<file path="config.mk">
export PLATFORM = sky130hd
export DESIGN_NAME = nmx1_wb_bridge
export DESIGN_NICKNAME = d
export VERILOG_FILES = /design/src/rtl/nmx1_pkg.sv /design/src/rtl/nmx1_txn_timer.sv /design/src/rtl/nmx1_wb_bridge.sv
export SDC_FILE = /design/constraint.sdc
export NUM_CORES = 1
export LEC_CHECK = 0
export CELL_PAD_IN_SITES_DETAIL_PLACEMENT = 1
export CELL_PAD_IN_SITES_GLOBAL_PLACEMENT = 2
export CORE_MARGIN = 2
export CORE_UTILIZATION = 31
export CTS_BUF_LIST = sky130_fd_sc_hd__clkbuf_8
export CTS_CLUSTER_SIZE = 28
export DETAILED_ROUTE_END_ITERATION = 16
export GPL_ROUTABILITY_DRIVEN = 0
export MAX_ROUTING_LAYER = met4
export PLACE_DENSITY_LB_ADDON = 0.1
export SLEW_MARGIN = 5
export SYNTH_ARGS = -nofsm -noshare
export SYNTH_HDL_FRONTEND = slang
export SYNTH_SLANG_ARGS = --single-unit
</file>
<file path="constraint.sdc">
create_clock -name CLKin -period 5.4 [get_ports CLKin]
set_clock_uncertainty 0.2 [all_clocks]
set_input_delay 0.54 -clock CLKin [delete_from_list [all_inputs] [get_ports CLKin]]
set_output_delay 0.54 -clock CLKin [all_outputs]
set_load 0.02 [all_outputs]
</file>
<file path="src/rtl/nmx1_pkg.sv">
// Shared definitions for the nmx1 Wishbone-to-ReRAM-macro bridge:
// FSM states, register offsets, STATUS bit positions and DI field layout.
package nmx1_pkg;

  typedef enum logic [1:0] {
    IDLE    = 2'd0,
    ISSUE   = 2'd1,
    RECOVER = 2'd2
  } state_e;

  // Register offsets, selected by wb_adr_i[3:2]
  localparam logic [1:0] REG_DATA   = 2'd0;
  localparam logic [1:0] REG_STATUS = 2'd1;
  localparam logic [1:0] REG_CTRL   = 2'd2;
  localparam logic [1:0] REG_UNMAP  = 2'd3;

  // STATUS register layout
  localparam int ST_OCC_LSB  = 0;
  localparam int ST_OCC_MSB  = 5;
  localparam int ST_BUSY_BIT = 8;
  localparam int ST_FULL_BIT = 9;
  localparam int ST_EMPT_BIT = 10;
  localparam int ST_TMO_BIT  = 11;

  // Macro write word layout
  localparam int DI_ROW_MSB  = 29;
  localparam int DI_ROW_LSB  = 25;
  localparam int DI_COL_MSB  = 24;
  localparam int DI_COL_LSB  = 20;
  localparam int DI_DATA_MSB = 7;
  localparam int DI_DATA_LSB = 0;

  // Build a macro write word from row, column and data byte
  function automatic logic [31:0] make_di(input logic [4:0] row,
                                          input logic [4:0] col,
                                          input logic [7:0] data);
    logic [31:0] w;
    w = '0;
    w[DI_ROW_MSB:DI_ROW_LSB]   = row;
    w[DI_COL_MSB:DI_COL_LSB]   = col;
    w[DI_DATA_MSB:DI_DATA_LSB] = data;
    return w;
  endfunction

endpackage

</file>
<file path="src/rtl/nmx1_txn_timer.sv">
// Loadable down-counter with clear and enable. done_o is high while the
// count is zero; the bridge uses it for both the request timeout and the
// post-transaction EN gap.
module nmx1_txn_timer
  import nmx1_pkg::*;
#(
  parameter int W = 11
) (
  input  logic         CLKin,
  input  logic         RSTin,
  input  logic         clr_i,
  input  logic         load_i,
  input  logic [W-1:0] load_val_i,
  input  logic         en_i,
  output logic         done_o
);

  logic [W-1:0] cnt_q, cnt_d;

  // Next count: load wins over clear, clear wins over decrement; stops at zero
  always_comb begin
    cnt_d = cnt_q;
    if (load_i) begin
      cnt_d = load_val_i;
    end else if (clr_i) begin
      cnt_d = '0;
    end else if (en_i && (cnt_q != '0)) begin
      cnt_d = cnt_q - 1'b1;
    end
  end

  // Count register
  always_ff @(posedge CLKin or negedge RSTin) begin
    if (!RSTin) cnt_q <= '0;
    else        cnt_q <= cnt_d;
  end

  assign done_o = (cnt_q == '0);

endmodule

</file>
<file path="src/rtl/nmx1_wb_bridge.sv">
// Wishbone classic slave in front of the 32x32 ReRAM neuromorphic macro.
// DATA accesses become EN/R_WB/DI/AD/SEL macro requests completed by
// func_ack; STATUS/CTRL are local. Occupancy of the macro queue is tracked
// so writes to a full queue and reads from an empty one error out at once.
//
// Bus handshake: a request is wb_cyc_i & wb_stb_i & address hit, sampled
// only in IDLE. Each request gets exactly one single-cycle wb_ack_o or
// wb_err_o (never both); the master keeps cyc/stb high until it sees one.
// The request is masked while this cycle's ack/err is still showing so a
// master dropping stb on the response cannot be counted twice.
module nmx1_wb_bridge
  import nmx1_pkg::*;
#(
  parameter logic [31:0] BASE_ADDR   = 32'h3000_0000,
  parameter logic [31:0] ADDR_MASK   = 32'hFFFF_FFF0,
  parameter int          DEPTH       = 32,
  parameter int          TIMEOUT_CYC = 1024,
  parameter int          GAP_CYC     = 2
) (
  input  logic        CLKin,
  input  logic        RSTin,
  input  logic        wb_cyc_i,
  input  logic        wb_stb_i,
  input  logic        wb_we_i,
  input  logic [31:0] wb_adr_i,
  input  logic [31:0] wb_dat_i,
  input  logic [3:0]  wb_sel_i,
  output logic        wb_ack_o,
  output logic        wb_err_o,
  output logic [31:0] wb_dat_o,
  output logic        EN,
  output logic        R_WB,
  output logic [31:0] DI,
  output logic [31:0] AD,
  output logic [3:0]  SEL,
  input  logic [31:0] DO,
  input  logic        func_ack,
  output logic        busy_o
);

  localparam int          TW       = 11;
  localparam logic [5:0]  DEPTH_C  = 6'(DEPTH);
  localparam logic [TW-1:0] TMO_LOAD = TW'(TIMEOUT_CYC - 1);
  localparam logic [TW-1:0] GAP_LOAD = TW'(GAP_CYC - 1);

  state_e      state_q, state_d;
  logic        en_q, en_d;
  logic        r_wb_q, r_wb_d;
  logic [31:0] di_q, di_d;
  logic [31:0] ad_q, ad_d;
  logic [3:0]  sel_q, sel_d;
  logic        ack_q, ack_d;
  logic        err_q, err_d;
  logic [31:0] rdat_q, rdat_d;
  logic [31:0] stat_q, stat_d;
  logic        stat_rd_q, stat_rd_d;
  logic [5:0]  occ_q, occ_d;
  logic        tmo_q, tmo_d;
  logic        drop_q, drop_d;

  logic        tmr_load, tmr_clr, tmr_en, tmr_done;
  logic [TW-1:0] tmr_val;

  logic        hit, req, full, empty, busy, cyc_lost;
  logic [31:0] status_w;

  assign hit      = ((wb_adr_i & ADDR_MASK) == BASE_ADDR);
  assign req      = wb_cyc_i & wb_stb_i & hit & ~ack_q & ~err_q;
  assign full     = (occ_q == DEPTH_C);
  assign empty    = (occ_q == 6'd0);
  assign busy     = (state_q != IDLE);
  assign cyc_lost = drop_q | ~wb_cyc_i;

  // Assemble the STATUS word from live state
  always_comb begin
    status_w                         = '0;
    status_w[ST_OCC_MSB:ST_OCC_LSB]  = occ_q;
    status_w[ST_BUSY_BIT]            = busy;
    status_w[ST_FULL_BIT]            = full;
    status_w[ST_EMPT_BIT]            = empty;
    status_w[ST_TMO_BIT]             = tmo_q;
  end

  nmx1_txn_timer #(.W(TW)) u_timer (
    .CLKin      (CLKin),
    .RSTin      (RSTin),
    .clr_i      (tmr_clr),
    .load_i     (tmr_load),
    .load_val_i (tmr_val),
    .en_i       (tmr_en),
    .done_o     (tmr_done)
  );

  // Bridge FSM: next state, macro request fields, bus responses, occupancy
  always_comb begin
    state_d   = state_q;
    en_d      = en_q;
    r_wb_d    = r_wb_q;
    di_d      = di_q;
    ad_d      = ad_q;
    sel_d     = sel_q;
    ack_d     = 1'b0;
    err_d     = 1'b0;
    rdat_d    = rdat_q;
    stat_d    = stat_q;
    stat_rd_d = 1'b0;
    occ_d     = occ_q;
    tmo_d     = tmo_q;
    drop_d    = drop_q;
    tmr_load  = 1'b0;
    tmr_val   = '0;
    tmr_en    = 1'b0;
    tmr_clr   = 1'b0;

    unique case (state_q)
      IDLE: begin
        tmr_clr = 1'b1;
        if (req) begin
          unique case (wb_adr_i[3:2])
            REG_DATA: begin
              if ((wb_we_i && full) || (!wb_we_i && empty)) begin
                err_d = 1'b1;
              end else begin
                di_d     = wb_dat_i;
                ad_d     = wb_adr_i;
                sel_d    = wb_sel_i;
                r_wb_d   = ~wb_we_i;
                en_d     = 1'b1;
                drop_d   = 1'b0;
                tmr_load = 1'b1;
                tmr_val  = TMO_LOAD;
                state_d  = ISSUE;
              end
            end
            REG_STATUS: begin
              if (wb_we_i) begin
                err_d = 1'b1;
              end else begin
                stat_d    = status_w;
                stat_rd_d = 1'b1;
                ack_d     = 1'b1;
              end
            end
            REG_CTRL: begin
              if (wb_we_i) begin
                if (wb_dat_i[0]) tmo_d = 1'b0;
                ack_d = 1'b1;
              end else begin
                err_d = 1'b1;
              end
            end
            REG_UNMAP: err_d = 1'b1;
            default:   err_d = 1'b1;
          endcase
        end
      end

      ISSUE: begin
        if (r_wb_q && !wb_cyc_i) begin
          // Master gave up on a read: the macro abandons it when EN drops
          en_d     = 1'b0;
          tmr_load = 1'b1;
          tmr_val  = GAP_LOAD;
          state_d  = RECOVER;
        end else if (func_ack) begin
          if (r_wb_q) begin
            rdat_d = DO;
            if (!empty) occ_d = occ_q - 6'd1;
          end else begin
            if (!full) occ_d = occ_q + 6'd1;
          end
          en_d     = 1'b0;
          ack_d    = ~cyc_lost;
          tmr_load = 1'b1;
          tmr_val  = GAP_LOAD;
          state_d  = RECOVER;
        end else if (tmr_done) begin
          en_d     = 1'b0;
          err_d    = ~cyc_lost;
          tmo_d    = 1'b1;
          tmr_load = 1'b1;
          tmr_val  = GAP_LOAD;
          state_d  = RECOVER;
        end else begin
          tmr_en = 1'b1;
          // A write keeps going after the master leaves; only its ack is lost
          if (!wb_cyc_i) drop_d = 1'b1;
        end
      end

      RECOVER: begin
        if (tmr_done) state_d = IDLE;
        else          tmr_en  = 1'b1;
      end

      default: begin
        en_d    = 1'b0;
        state_d = IDLE;
      end
    endcase
  end

  // State and output registers
  always_ff @(posedge CLKin or negedge RSTin) begin
    if (!RSTin) begin
      state_q   <= IDLE;
      en_q      <= 1'b0;
      r_wb_q    <= 1'b1;
      di_q      <= '0;
      ad_q      <= '0;
      sel_q     <= '0;
      ack_q     <= 1'b0;
      err_q     <= 1'b0;
      rdat_q    <= '0;
      stat_q    <= '0;
      stat_rd_q <= 1'b0;
      occ_q     <= '0;
      tmo_q     <= 1'b0;
      drop_q    <= 1'b0;
    end else begin
      state_q   <= state_d;
      en_q      <= en_d;
      r_wb_q    <= r_wb_d;
      di_q      <= di_d;
      ad_q      <= ad_d;
      sel_q     <= sel_d;
      ack_q     <= ack_d;
      err_q     <= err_d;
      rdat_q    <= rdat_d;
      stat_q    <= stat_d;
      stat_rd_q <= stat_rd_d;
      occ_q     <= occ_d;
      tmo_q     <= tmo_d;
      drop_q    <= drop_d;
    end
  end

  assign wb_ack_o = ack_q;
  assign wb_err_o = err_q;
  // STATUS data shows only during its ack; otherwise the last DATA read holds
  assign wb_dat_o = stat_rd_q ? stat_q : rdat_q;
  assign EN       = en_q;
  assign R_WB     = r_wb_q;
  assign DI       = di_q;
  assign AD       = ad_q;
  assign SEL      = sel_q;
  assign busy_o   = busy;

endmodule

</file>
== Word level (Yosys, flattened, before mapping) ==
Cells that the tools add are included.
Word-level totals
  flip-flop bits (word level): 136
  input bits: 106
  output and inout port bits: 105
  logic and storage cells: 150
Cells by class
  add/sub/neg operators: 3
  eq/ne operators: 22
  mux-type cells: 74
  bitwise logic cells: 13
  reductions and logical operators: 23
Operators by type and width (number)
  1-bit 2-to-1 mux: 46
  11-bit 2-to-1 mux: 3
  32-bit 2-to-1 mux: 1
  10-bit 2-to-1 mux: 3
  28-bit by 26-bit equality test with 1-bit output, second input constant: 1
  2-bit inequality test, second input constant: 12
  10-bit one-hot mux with 2 select lines: 1
  6-bit 2-to-1 mux: 3
  8-bit AND reduction: 2
  5-bit AND reduction: 3
  2-bit 2-to-1 mux: 7
  1-bit one-hot mux with 2 select lines: 7
  4-bit AND reduction: 3
  11-bit logical NOT: 1
  11-bit nonzero test: 1
  11-bit by 1-bit subtractor with 11-bit output, second input constant: 1
  1-bit inverter: 8
  6-bit by 1-bit adder with 6-bit output, second input constant: 1
  2-bit equality test, second input constant: 3
  6-bit equality test, second input constant: 1
  6-bit logical NOT: 1
  2-bit one-hot mux with 3 select lines: 1
  6-bit by 1-bit subtractor with 6-bit output, second input constant: 1
  1-bit AND: 4
  12 further kinds: 20

== Logic depth before layout (Yosys ltp) ==
Gate-level depths: netlist of run 1.
  depth in word-level cells: 9
  mapped depth: 10
  gate-level depth less buffers: 7

== Cells and area by module ==
From an unflattened synthesis of run 1, not the netlist that was laid out.
Second synthesis, totals
  cells, all modules: 479
  area, all modules: 6253.5 um^2
By module, submodules not included
  nmx1_wb_bridge: times used 1, cells each 391, area each 5474.0 um^2, seq. area each 3129.3 um^2
  nmx1_txn_timer: times used 1, cells each 88, area each 779.5 um^2, seq. area each 275.3 um^2

== Least setup slack after synthesis of run 1 ==
No wires, ideal clock.
  path kind: reg-to-reg
  start: register u_timer.cnt_q[0]
  end: register u_timer.cnt_q[2]
  setup time: 0.123 ns
  arrival: 2.167 ns
  data required time: 5.077 ns
  setup slack: 2.911 ns
  cell stages (with the launch flop): 10
  buffers on the path: 2
  clock period less this slack: 2.489 ns
  cell sequence: dfrtp_1 -> inv_1 -> ha_1 -> nor4b_1 -> nand3_1 -> and3_1 -> buf_4 -> or2_1 -> buf_2 -> o221a_2
Between the ends
  cells in the longest elaborated chain, start to end: 7
  elaborated cells on any way between the ends: 16
  classes of those cells: add/sub (1); mux (11); reduce/logical (4)
Ends and longest elaborated chain
  start: declaration: line nmx1_txn_timer.sv:18  | logic [W-1:0] cnt_q, cnt_d;
  start signal: assignment: line nmx1_txn_timer.sv:35  | else cnt_q <= cnt_d;
  parallel branches: the longest is 7 deep, another holds 11-bit by 1-bit subtractor with 11-bit output
Several ways; the timed one is not identified. The select of a mux whose other input is x is not followed.
A chain may end at the register's enable or synchronous reset.

== Final worst setup path of run 1 ==
  start: register stat_rd_q
  end: output port wb_dat_o[5]
Between the ends
  cells in the longest elaborated chain, start to end: 1
Ends and longest elaborated chain
  start: declaration: line nmx1_wb_bridge.sv:56  | logic stat_rd_q, stat_rd_d;
  start signal: assignment: line nmx1_wb_bridge.sv:231  | stat_rd_q <= stat_rd_d;
  32-bit 2-to-1 mux: line nmx1_wb_bridge.sv:241  | assign wb_dat_o = stat_rd_q ? stat_q : rdat_q;
  end: declaration: line nmx1_wb_bridge.sv:30  | output logic [31:0] wb_dat_o,
Every way passes these cells.

==> results.py, run 1 <==
metrics = {
    "outcome": {
        "outcome": "finished clean",
    },
    "critical_path": {
        "arrival_ns": 2.49,
        "crit_required_ns": 4.66,
        "critPathMaxFanout": 32,
        "cp_slowest_cell": "dfrtp_1",
        "crit_path_cell_trace": "mux2_2, clkdlybuf4s50_1",
        "critPathLaunchType": "flop",
        "worstSetupPathType": "reg -> out",
        "crit_path_end_kind": "primary output",
        "slowest_delay_ns": 1.06,
    },
    "final_layout": {
        "drive_gt1_frac": 0.130,
        "area_growth_syn_to_layout_pct": 44.9,
        "final_core_util": 0.461,
        "antenna_cells": 0,
        "final_cells": 1029,
        "num-nets-final": 871,
    },
    "yosys": {
        "yosysWarnings": 0,
        "synthesis.nets": 668,
        "synth.top_cell.area_share": 0.561,
        "synth_top_area_cell": "dfrtp_1",
        "synth.area.top_cells": "dfrtp_1, mux2_2, nand2_1, and2_1, nor2b_1",
        "syn_inst": 553,
        "syn-cell-area_mm2": 0.00602,
        "synth_edf_count": 0,
        "synthArstFlopShare": 1.00,
        "synth_common_cells": "dfrtp_1, nand2_1, mux2_2",
        "ys_types": 50,
        "synth-seq-cells": 136,
        "ys_seq_area_frac": 0.566,
        "synth_most_common_cell": "dfrtp_1",
        "synth_ff_type": "dfrtp_1",
        "syn_avg_cell_area_um2": 10.9,
    },
    "cts": {
        "clk_latency_ns": 0.44,
        "cts.sinks": 136,
        "cts_resized": 0,
        "clk_pin_slew_ns": 0.07,
        "clockBufferDepth": 2,
        "cts_tree": "built",
        "htree_levels": 4,
        "numCtsBuffers": 17,
        "cts-root-buf": "clkbuf_8",
        "cts_setup_buffers": 0,
        "postCtsHoldBufs": 1,
    },
    "floorplanning": {
        "rows": 50,
        "core-area_mm2": 0.0189,
        "io_pins": 211,
        "fp.dieW_um": 143,
        "fp.dieArea_mm2": 0.0205,
        "initial_core_util": 0.318,
        "die_h_um": 143,
    },
    "sta": {
        "min_period_over_period": 0.598,
        "finalHoldViolations": 0,
        "grt_setup_unrepaired": "no",
        "setup_viol": 0,
        "fin_crit_ns": 3.23,
        "fmax_ghz": 0.310,
        "tightest_slew_ns": 1.09,
        "tns_ns": 0,
        "slew_headroom": 0.272,
        "slew_violations": 0,
    },
    "place": {
        "port_buffers": 210,
        "dp_cells": 996,
        "dpl.hpwl_mm": 12.5,
    },
    "drt": {
        "num_vias": 4818,
        "drtPass1Iterations": 6,
        "drc": 0,
        "avgViaCountPerCell": 4.68,
        "wirelength_mm": 17.0,
        "drtIter0Drc": 210,
        "wl_per_cell_um": 16.6,
        "drtAntennaViolNets": 0,
    },
    "power_and_ir_drop": {
        "powerDensity_mw_per_mm2": 220,
        "ir_worst_vdd_v": 0.000139,
        "p_leak_nw": 4.08,
    },
    "global_routing": {
        "grt_max_degree": 87,
        "antenna_found_initial": 0,
        "grt_pass1_vias": 5183,
        "grt_overflow": 0,
        "track_usage": 0.174,
        "grt_pass1_wl_mm": 27.1,
    },
    "run": {
        "cap_violations": 0,
    },
    "min_path": {
        "holdCritPathClass": "reg -> reg",
    },
}
[final timing paths]
| path | endpoint | slack [ns] | cells past startpoint | startpoint |
|---|---|---|---|---|
| hold reg to reg | DI[0]$_DFFE_PN0P_ | 0.27 | 2 | DI[0]$_DFFE_PN0P_ |
| setup / recovery | wb_dat_o[5] | 2.17 | 2 | stat_rd_q$_DFF_PN0_ |
| setup reg to reg | u_timer.cnt_q[2]$_DFFE_PN0P_ | 2.38 | 7 | u_timer.cnt_q[0]$_DFFE_PN0P_ |
| max in group asynchronous | DI[12]$_DFFE_PN0P_ | 3.28 | 3 | RSTin |
| min in group asynchronous | rdat_q[3]$_DFFE_PN0P_ | 0.53 | 2 | RSTin |
| hold / removal | DI[0]$_DFFE_PN0P_ | 0.27 | 2 | DI[0]$_DFFE_PN0P_ |
[worst max-delay path: cells and delay by family, from the launching register on]
family,cells,cell delay [ns]
buffers and inverters,1,0.56
DFF,1,1.06
muxes,1,0.43
[final cells by class]
| cell class | instances | area [µm²] |
|---|---|---|
| Clock buffer | 18 | 248 |
| Clock inverter | 14 | 125 |
| Fill cell | 2063 | 10200 |
| Inverter | 15 | 56.3 |
| Multi-Input combinational cell | 372 | 2420 |
| Sequential cell | 136 | 3400 |
| Tap cell | 260 | 325 |
| Timing Repair Buffer | 214 | 2140 |
[layout by cell type (no fill, tap or decap), types with 6 or more instances in the layout]
master,netlist,layout
a31oi_1,10,10
o221a_2,6,6
nand2_1,125,125
clkdlybuf4s50_1,0,209
clkbuf_8,0,18
and2_1,29,29
mux2_2,56,56
nor3_1,10,10
or3_1,6,6
dfrtp_1,135,135
nor4_1,9,9
nor2_1,10,10
ha_1,8,8
nor2b_1,26,26
a21oi_1,12,12
inv_1,15,16
[metal layers]
| layer | up-vias | global-route usage | wire length [µm] |
|---|---|---|---|
| li1 | 2288 | - | - |
| met1 | 2390 | 0.204 | 7190 |
| met4 | 0 | 0.0526 | 218 |
| met2 | 121 | 0.298 | 8770 |
| met5 | - | - | 0 |
| met3 | 19 | 0.0407 | 855 |
[registers in the layout, indices dropped and copies added, names as in the netlist]
name	cells
wb_ack_o	1
DI	32
state_q	2
tmo_q	1
occ_q	6
u_timer.cnt_q	11
wb_err_o	1
R_WB	1
AD	32
stat_q	10
stat_rd_q	1
SEL	4
drop_q	1
rdat_q	32
EN	1
[cells by family (layout without fill, tap and decap cells)]
family / after synthesis / after routing / synth area share
xor+xnor: 6 / 6 / 0.00873
flops: 136 / 136 / 0.566
buf+inv: 45 / 261 / 0.0329
fa+ha+maj: 9 / 9 / 0.0200
mux: 59 / 59 / 0.110
simple gates: 247 / 247 / 0.202
compound gates: 51 / 51 / 0.0609
[report_power, final]
| part | internal, W | switching, W |
|---|---|---|
| sequential | 0.00102 | 0.0000000000141 |
| combinational | 0.0000708 | 0.0000378 |
| clock | 0.000378 | 0.000412 |
[metrics by stage]
stage                     instance area (µm²)  hold WS (ns)  setup WS (ns)  total power (W)
final                                    8720         0.270           2.17          0.00192
after global placement                   8330         0.249           2.05          0.00115
after global routing                     8720         0.302           1.99          0.00200
after detailed placement                 8330         0.255           1.94          0.00115
after CTS                                8720         0.275           2.09          0.00195
after floorplan                          6020        0.0444           2.91          0.00105
No activity file was read; power rests on OpenSTA's default activity.
==> run 2, diff against run 1 <==
- CORE_UTILIZATION: 31 -> 28
- clock period: 5.4 -> 3.21 ns (I/O delays scaled with it)
==> results.py, run 2 (synthesized netlist as in run 1, its figures left out) <==
metrics = {
    "final_layout": {
        "fin_area_mm2": 0.00892,
        "layout_commonest_cell": "clkdlybuf4s50_1",
        "area_growth_syn_to_layout_pct": 48.3,
        "final_cell_mix": "clkdlybuf4s50_1, dfrtp_1, nand2_1",
        "final_core_util": 0.423,
        "antenna_cells": 0,
        "regArea_mm2": 0.00340,
        "nFillCells": 2351,
        "num-nets-final": 888,
        "multiInputGateArea_mm2": 0.00242,
        "drive_gt1_frac": 0.150,
    },
    "global_routing": {
        "grt_max_degree": 60,
        "grt_pass1_vias": 5387,
        "grt_pass1_wl_mm": 29.8,
        "grt_overflow": 0,
        "antenna_found_initial": 0,
        "track_usage": 0.176,
    },
    "critical_path": {
        "worstSetupPathType": "reg -> out",
        "crit_path_end_kind": "primary output",
        "cp_slowest_cell": "dfrtp_1",
        "reg2reg_from": "occ_q[0]$_DFFE_PN0P_",
        "critPathMaxFanout": 24,
        "timing.rr.end": "u_timer.cnt_q[4]$_DFFE_PN0P_",
        "crit_required_ns": 2.69,
        "critPathLaunchType": "flop",
        "ff2ff_setup_slack_ns": 0.55,
        "crit_path_cell_trace": "buf_4, mux2_2, clkdlybuf4s50_1",
        "slowest_delay_ns": 0.60,
        "r2r_cells": 6,
        "arrival_ns": 2.32,
    },
    "outcome": {
        "outcome": "finished clean",
    },
    "cts": {
        "postCtsHoldBufs": 1,
        "clk_latency_ns": 0.45,
        "cts_resized": 0,
        "cts-root-buf": "clkbuf_8",
        "clk_pin_slew_ns": 0.09,
        "clockBufferDepth": 2,
        "cts_tree": "built",
        "cts.sinks": 136,
        "numCtsBuffers": 17,
        "cts_setup_buffers": 0,
        "htree_levels": 4,
    },
    "sta": {
        "slew_violations": 0,
        "hold_ws_ns": 0.191,
        "min_period_over_period": 0.886,
        "fin_crit_ns": 2.84,
        "tightest_slew_ns": 0.680,
        "tns_ns": 0,
        "grt_setup_unrepaired": "no",
        "fmax_ghz": 0.352,
        "finalHoldViolations": 0,
        "slew_headroom": 0.542,
        "setup_viol": 0,
    },
    "drt": {
        "wirelength_mm": 19.0,
        "drtAntennaViolNets": 0,
        "drtPass1Iterations": 4,
        "num_vias": 4929,
        "drc": 0,
        "drtIter0Drc": 149,
        "avgViaCountPerCell": 4.65,
        "wl_per_cell_um": 17.9,
    },
    "power_and_ir_drop": {
        "p_switching_w": 0.000856,
        "seqPwrFrac": 0.526,
        "powerDensity_mw_per_mm2": 364,
        "ir_worst_vdd_v": 0.000191,
        "p_leak_nw": 4.19,
        "pwr-share-clk": 0.415,
        "internal-power_w": 0.00240,
        "p_sw_frac": 0.263,
        "p_comb_frac": 0.059,
    },
    "min_path": {
        "holdCritPathClass": "in -> async",
    },
    "run": {
        "cap_violations": 0,
    },
    "floorplanning": {
        "initial_core_util": 0.285,
        "fp.dieW_um": 151,
        "die_h_um": 151,
        "core-area_mm2": 0.0211,
        "fp.dieArea_mm2": 0.0227,
        "io_pins": 211,
        "rows": 53,
    },
    "place": {
        "dpl.hpwl_mm": 14.0,
        "place_area_mm2": 0.00855,
        "port_buffers": 210,
    },
}
-- run 2: cell types whose count changed in the layout (fill, tap and decap cells not counted), sizes merged --
cell	change
buf	+17
bufinv	-1
clkbuf	-1
clkinv	-2
clkinvlp	-2
inv	+6
-- run 2: power groups by stage --
stage               sequential (W)  combinational (W)  clock [W]
floorplan                  0.00175          0.0000120          0
global placement           0.00175           0.000191          0
detailed placement         0.00175           0.000194          0
CTS                        0.00171           0.000197    0.00142
global route               0.00171           0.000209    0.00147
finish                     0.00171           0.000191    0.00135
-- run 2: worst max-delay path, delay by kind of cell, from the launching register on --
family / cells / cell delay [ns]
buffers and inverters: 2 / 0.90
flip-flops: 1 / 0.60
multiplexers: 1 / 0.38
-- run 2: worst max-delay path by stage --
| stage | startpoint | endpoint | slack, ns |
|---|---|---|---|
| 2_1_floorplan | u_timer.cnt_q[0]$_DFFE_PN0P_ | u_timer.cnt_q[2]$_DFFE_PN0P_ | 0.72 |
| 3_3_place_gp | wb_adr_i[31] | stat_q[0]$_DFFE_PN0P_ | 0.53 |
| 3_5_place_dp | wb_adr_i[31] | stat_q[3]$_DFFE_PN0P_ | 0.43 |
| 4_1_cts | stat_rd_q$_DFF_PN0_ | wb_dat_o[1] | 0.28 |
| 5_1_grt | stat_rd_q$_DFF_PN0_ | wb_dat_o[8] | 0.20 |
| 6_report | stat_rd_q$_DFF_PN0_ | wb_dat_o[8] | 0.37 |
-- run 2: cell type report --
type / count / share of cell area
Clock buffer: 17 / 0.0262
Timing Repair Buffer: 231 / 0.262
Inverter: 15 / 0.00631
Tap cell: 275 / 0.0386
Sequential cell: 136 / 0.381
Multi-Input combinational cell: 372 / 0.271
Clock inverter: 15 / 0.0142
-- run 2: per-layer routing --
layer	part of all wire	vias up	track usage
met4	0.012	0	0.0486
met5	0	-	-
li1	-	2318	-
met1	0.43	2431	0.218
met3	0.070	20	0.0467
met2	0.49	160	0.287
-- run 2: stage by stage --
stage	total power (W)	setup WS [ns]	cells
final	0.00325	0.367	1061
after global routing	0.00339	0.197	1061
after CTS	0.00333	0.282	1061
after detailed placement	0.00194	0.430	1028
after global placement	0.00194	0.533	1028
after floorplan	0.00176	0.721	553
==> run 3, diff against run 2 <==
- CORE_UTILIZATION: 28 -> 30
- SYNTH_HIERARCHICAL: default -> 1
==> results.py, run 3 <==
metrics = {
    "final_layout": {
        "layout_commonest_cell": "clkdlybuf4s50_1",
        "final_cell_mix": "clkdlybuf4s50_1, dfrtp_1, mux2_2",
        "multiInputGateArea_mm2": 0.00268,
        "drive_gt1_frac": 0.223,
        "regArea_mm2": 0.00340,
        "final_core_util": 0.448,
        "num-nets-final": 818,
        "nFillCells": 2128,
        "fin_area_mm2": 0.00912,
        "area_growth_syn_to_layout_pct": 45.9,
    },
    "sta": {
        "worst_slack_ns": 0.245,
        "tns_ns": 0,
        "slew_headroom": 0.482,
        "fmax_ghz": 0.337,
        "finalHoldViolations": 0,
        "grt_setup_unrepaired": "no",
        "tightest_slew_ns": 0.777,
        "slew_violations": 0,
        "fin_crit_ns": 2.97,
        "min_period_over_period": 0.924,
        "setup_viol": 0,
    },
    "floorplanning": {
        "die_h_um": 148,
        "io_pins": 211,
        "core-area_mm2": 0.0204,
        "fp.dieArea_mm2": 0.0220,
        "initial_core_util": 0.307,
        "fp.dieW_um": 148,
        "rows": 52,
    },
    "drt": {
        "drtPass1Iterations": 4,
        "drtIter0Drc": 102,
        "drc": 0,
        "num_vias": 4562,
        "wirelength_mm": 17.9,
        "avgViaCountPerCell": 4.62,
        "drtAntennaViolNets": 0,
        "wl_per_cell_um": 18.2,
    },
    "run": {
        "cap_violations": 0,
    },
    "yosys": {
        "synth.top_cell.area_share": 0.540,
        "syn_avg_cell_area_um2": 13.1,
        "synth-seq-cells": 136,
        "ys_types": 61,
        "yosysWarnings": 6,
        "synthesis.nets": 594,
        "synth.area.top_cells": "dfrtp_1, mux2_2, mux2_4, nor2b_1, ha_1",
        "synth_ff_type": "dfrtp_1",
        "synth_common_cells": "dfrtp_1, mux2_2, nor2b_1",
        "synth_most_common_cell": "dfrtp_1",
        "synthArstFlopShare": 1.00,
        "syn_inst": 479,
        "synth_edf_count": 0,
        "syn-cell-area_mm2": 0.00625,
        "ys_seq_area_frac": 0.544,
        "synth_top_area_cell": "dfrtp_1",
    },
    "cts": {
        "numCtsBuffers": 17,
        "htree_levels": 4,
        "clk_pin_slew_ns": 0.09,
        "cts.sinks": 136,
        "cts_tree": "built",
        "cts-root-buf": "clkbuf_8",
        "clockBufferDepth": 2,
        "cts_setup_buffers": 0,
        "clk_latency_ns": 0.45,
    },
    "power_and_ir_drop": {
        "ir_worst_vdd_v": 0.000251,
        "p_leak_nw": 4.16,
        "powerDensity_mw_per_mm2": 465,
        "totalPowerFinal_w": 0.00424,
    },
    "critical_path": {
        "crit_required_ns": 3.33,
        "worstSetupPathType": "reg -> reg",
        "critPathMaxFanout": 8,
        "reg2reg_from": "occ_q[0]$_DFFE_PN0P_",
        "critical_path.top_delay_family": "simple AND/OR/NAND/NOR gates",
        "critPathLaunchType": "flop",
        "cp_slowest_cell": "or4_4",
        "r2r_cells": 7,
        "crit_path_cell_trace": "or4_4, o31ai_4, nor4_4, nand2b_1, nor2_1, nand2_1, a2bb2oi_1",
        "slowest_delay_ns": 0.61,
        "ff2ff_setup_slack_ns": 0.24,
        "timing.rr.end": "u_timer/cnt_q[0]$_DFFE_PN0P_",
        "arrival_ns": 3.09,
        "crit_path_end_kind": "flop",
        "path_buf_inv": 0,
    },
    "outcome": {
        "outcome": "finished clean",
    },
    "min_path": {
        "holdCritPathClass": "in -> async",
    },
    "global_routing": {
        "antenna_found_initial": 1,
        "grt_pass1_vias": 4973,
        "track_usage": 0.171,
        "grt_overflow": 0,
        "grt_max_degree": 59,
        "grt_pass1_wl_mm": 28.3,
    },
    "place": {
        "dp_slack_ns": -0.0264,
        "dpl.hpwl_mm": 13.2,
        "port_buffers": 210,
        "place_area_mm2": 0.00870,
    },
}
==> run 3: logic make-up (layout without fill, tap and decap cells) <==
logic type | Yosys count | after routing | synth area share
compound gates | 54 | 54 | 0.0652
other cells | 1 | 2 | 0.000600
buf+inv | 35 | 272 | 0.0278
xor+xnor | 5 | 5 | 0.00700
simple gates | 140 | 140 | 0.137
fa+ha+maj | 9 | 9 | 0.0192
mux | 99 | 99 | 0.199
flops | 136 | 136 | 0.544
==> run 3: repair_timing <==
item	4_1_cts	5_1_grt
hold endpoints to repair	54	0
endpoints found under the setup margin	0	2
gates resized for setup	0	1
hold buffers	1	0
==> run 3: worst max path at each step <==
stage	from	end	slack [ns]	cells past startpoint
2_1_floorplan	state_q[0]$_DFFE_PN0P_	u_timer/cnt_q[8]$_DFFE_PN0P_	0.009	11
3_5_place_dp	wb_adr_i[27]	u_timer/cnt_q[6]$_DFFE_PN0P_	-0.03	9
5_1_grt	state_q[1]$_DFFE_PN0P_	u_timer/cnt_q[9]$_DFFE_PN0P_	0.03	10
4_1_cts	occ_q[0]$_DFFE_PN0P_	u_timer/cnt_q[0]$_DFFE_PN0P_	0.23	7
6_report	occ_q[0]$_DFFE_PN0P_	u_timer/cnt_q[0]$_DFFE_PN0P_	0.24	7
3_3_place_gp	wb_adr_i[27]	u_timer/cnt_q[6]$_DFFE_PN0P_	0.09	9
==> run 3: layout make-up <==
cell class                      instances  area share
Sequential cell                       136       0.373
Multi-Input combinational cell        308       0.293
Timing Repair Buffer                  226       0.245
Tap cell                              270      0.0370
Clock buffer                           18      0.0272
Clock inverter                         14      0.0180
Inverter                               14     0.00576
Antenna cell                            1    0.000274
==> run 3: metrics by stage <==
| stage | hold WS (ns) | cells |
|---|---|---|
| floorplan | -0.175 | 479 |
| global route | 0.241 | 987 |
| finish | 0.209 | 987 |
| global placement | 0.130 | 953 |
| CTS | 0.219 | 986 |
| detailed placement | 0.139 | 953 |
==> run 3: power by group <==
group / leakage (nW) / switching (W) / total, W / internal [W]
combinational: 2.08 / 0.000486 / 0.000913 / 0.000427
clock: 0.204 / 0.000752 / 0.00148 / 0.000733
sequential: 1.88 / 0.0000766 / 0.00184 / 0.00177
==> run 3: routing by layer <==
layer | vias up | part of all wire | track usage
li1 | 2141 | - | -
met1 | 2279 | 0.46 | 0.217
met2 | 132 | 0.48 | 0.272
met3 | 10 | 0.054 | 0.0442
met4 | 0 | 0.0094 | 0.0471
met5 | - | 0 | -
==> run 3: worst register-to-register path: cells and delay by family, from the launching register on <==
kind / cells / cell delay, ns
AND/OR/NAND/NOR: 5 / 1.66
AO/OA/AOI/OAI: 2 / 0.53
flip-flops: 1 / 0.46
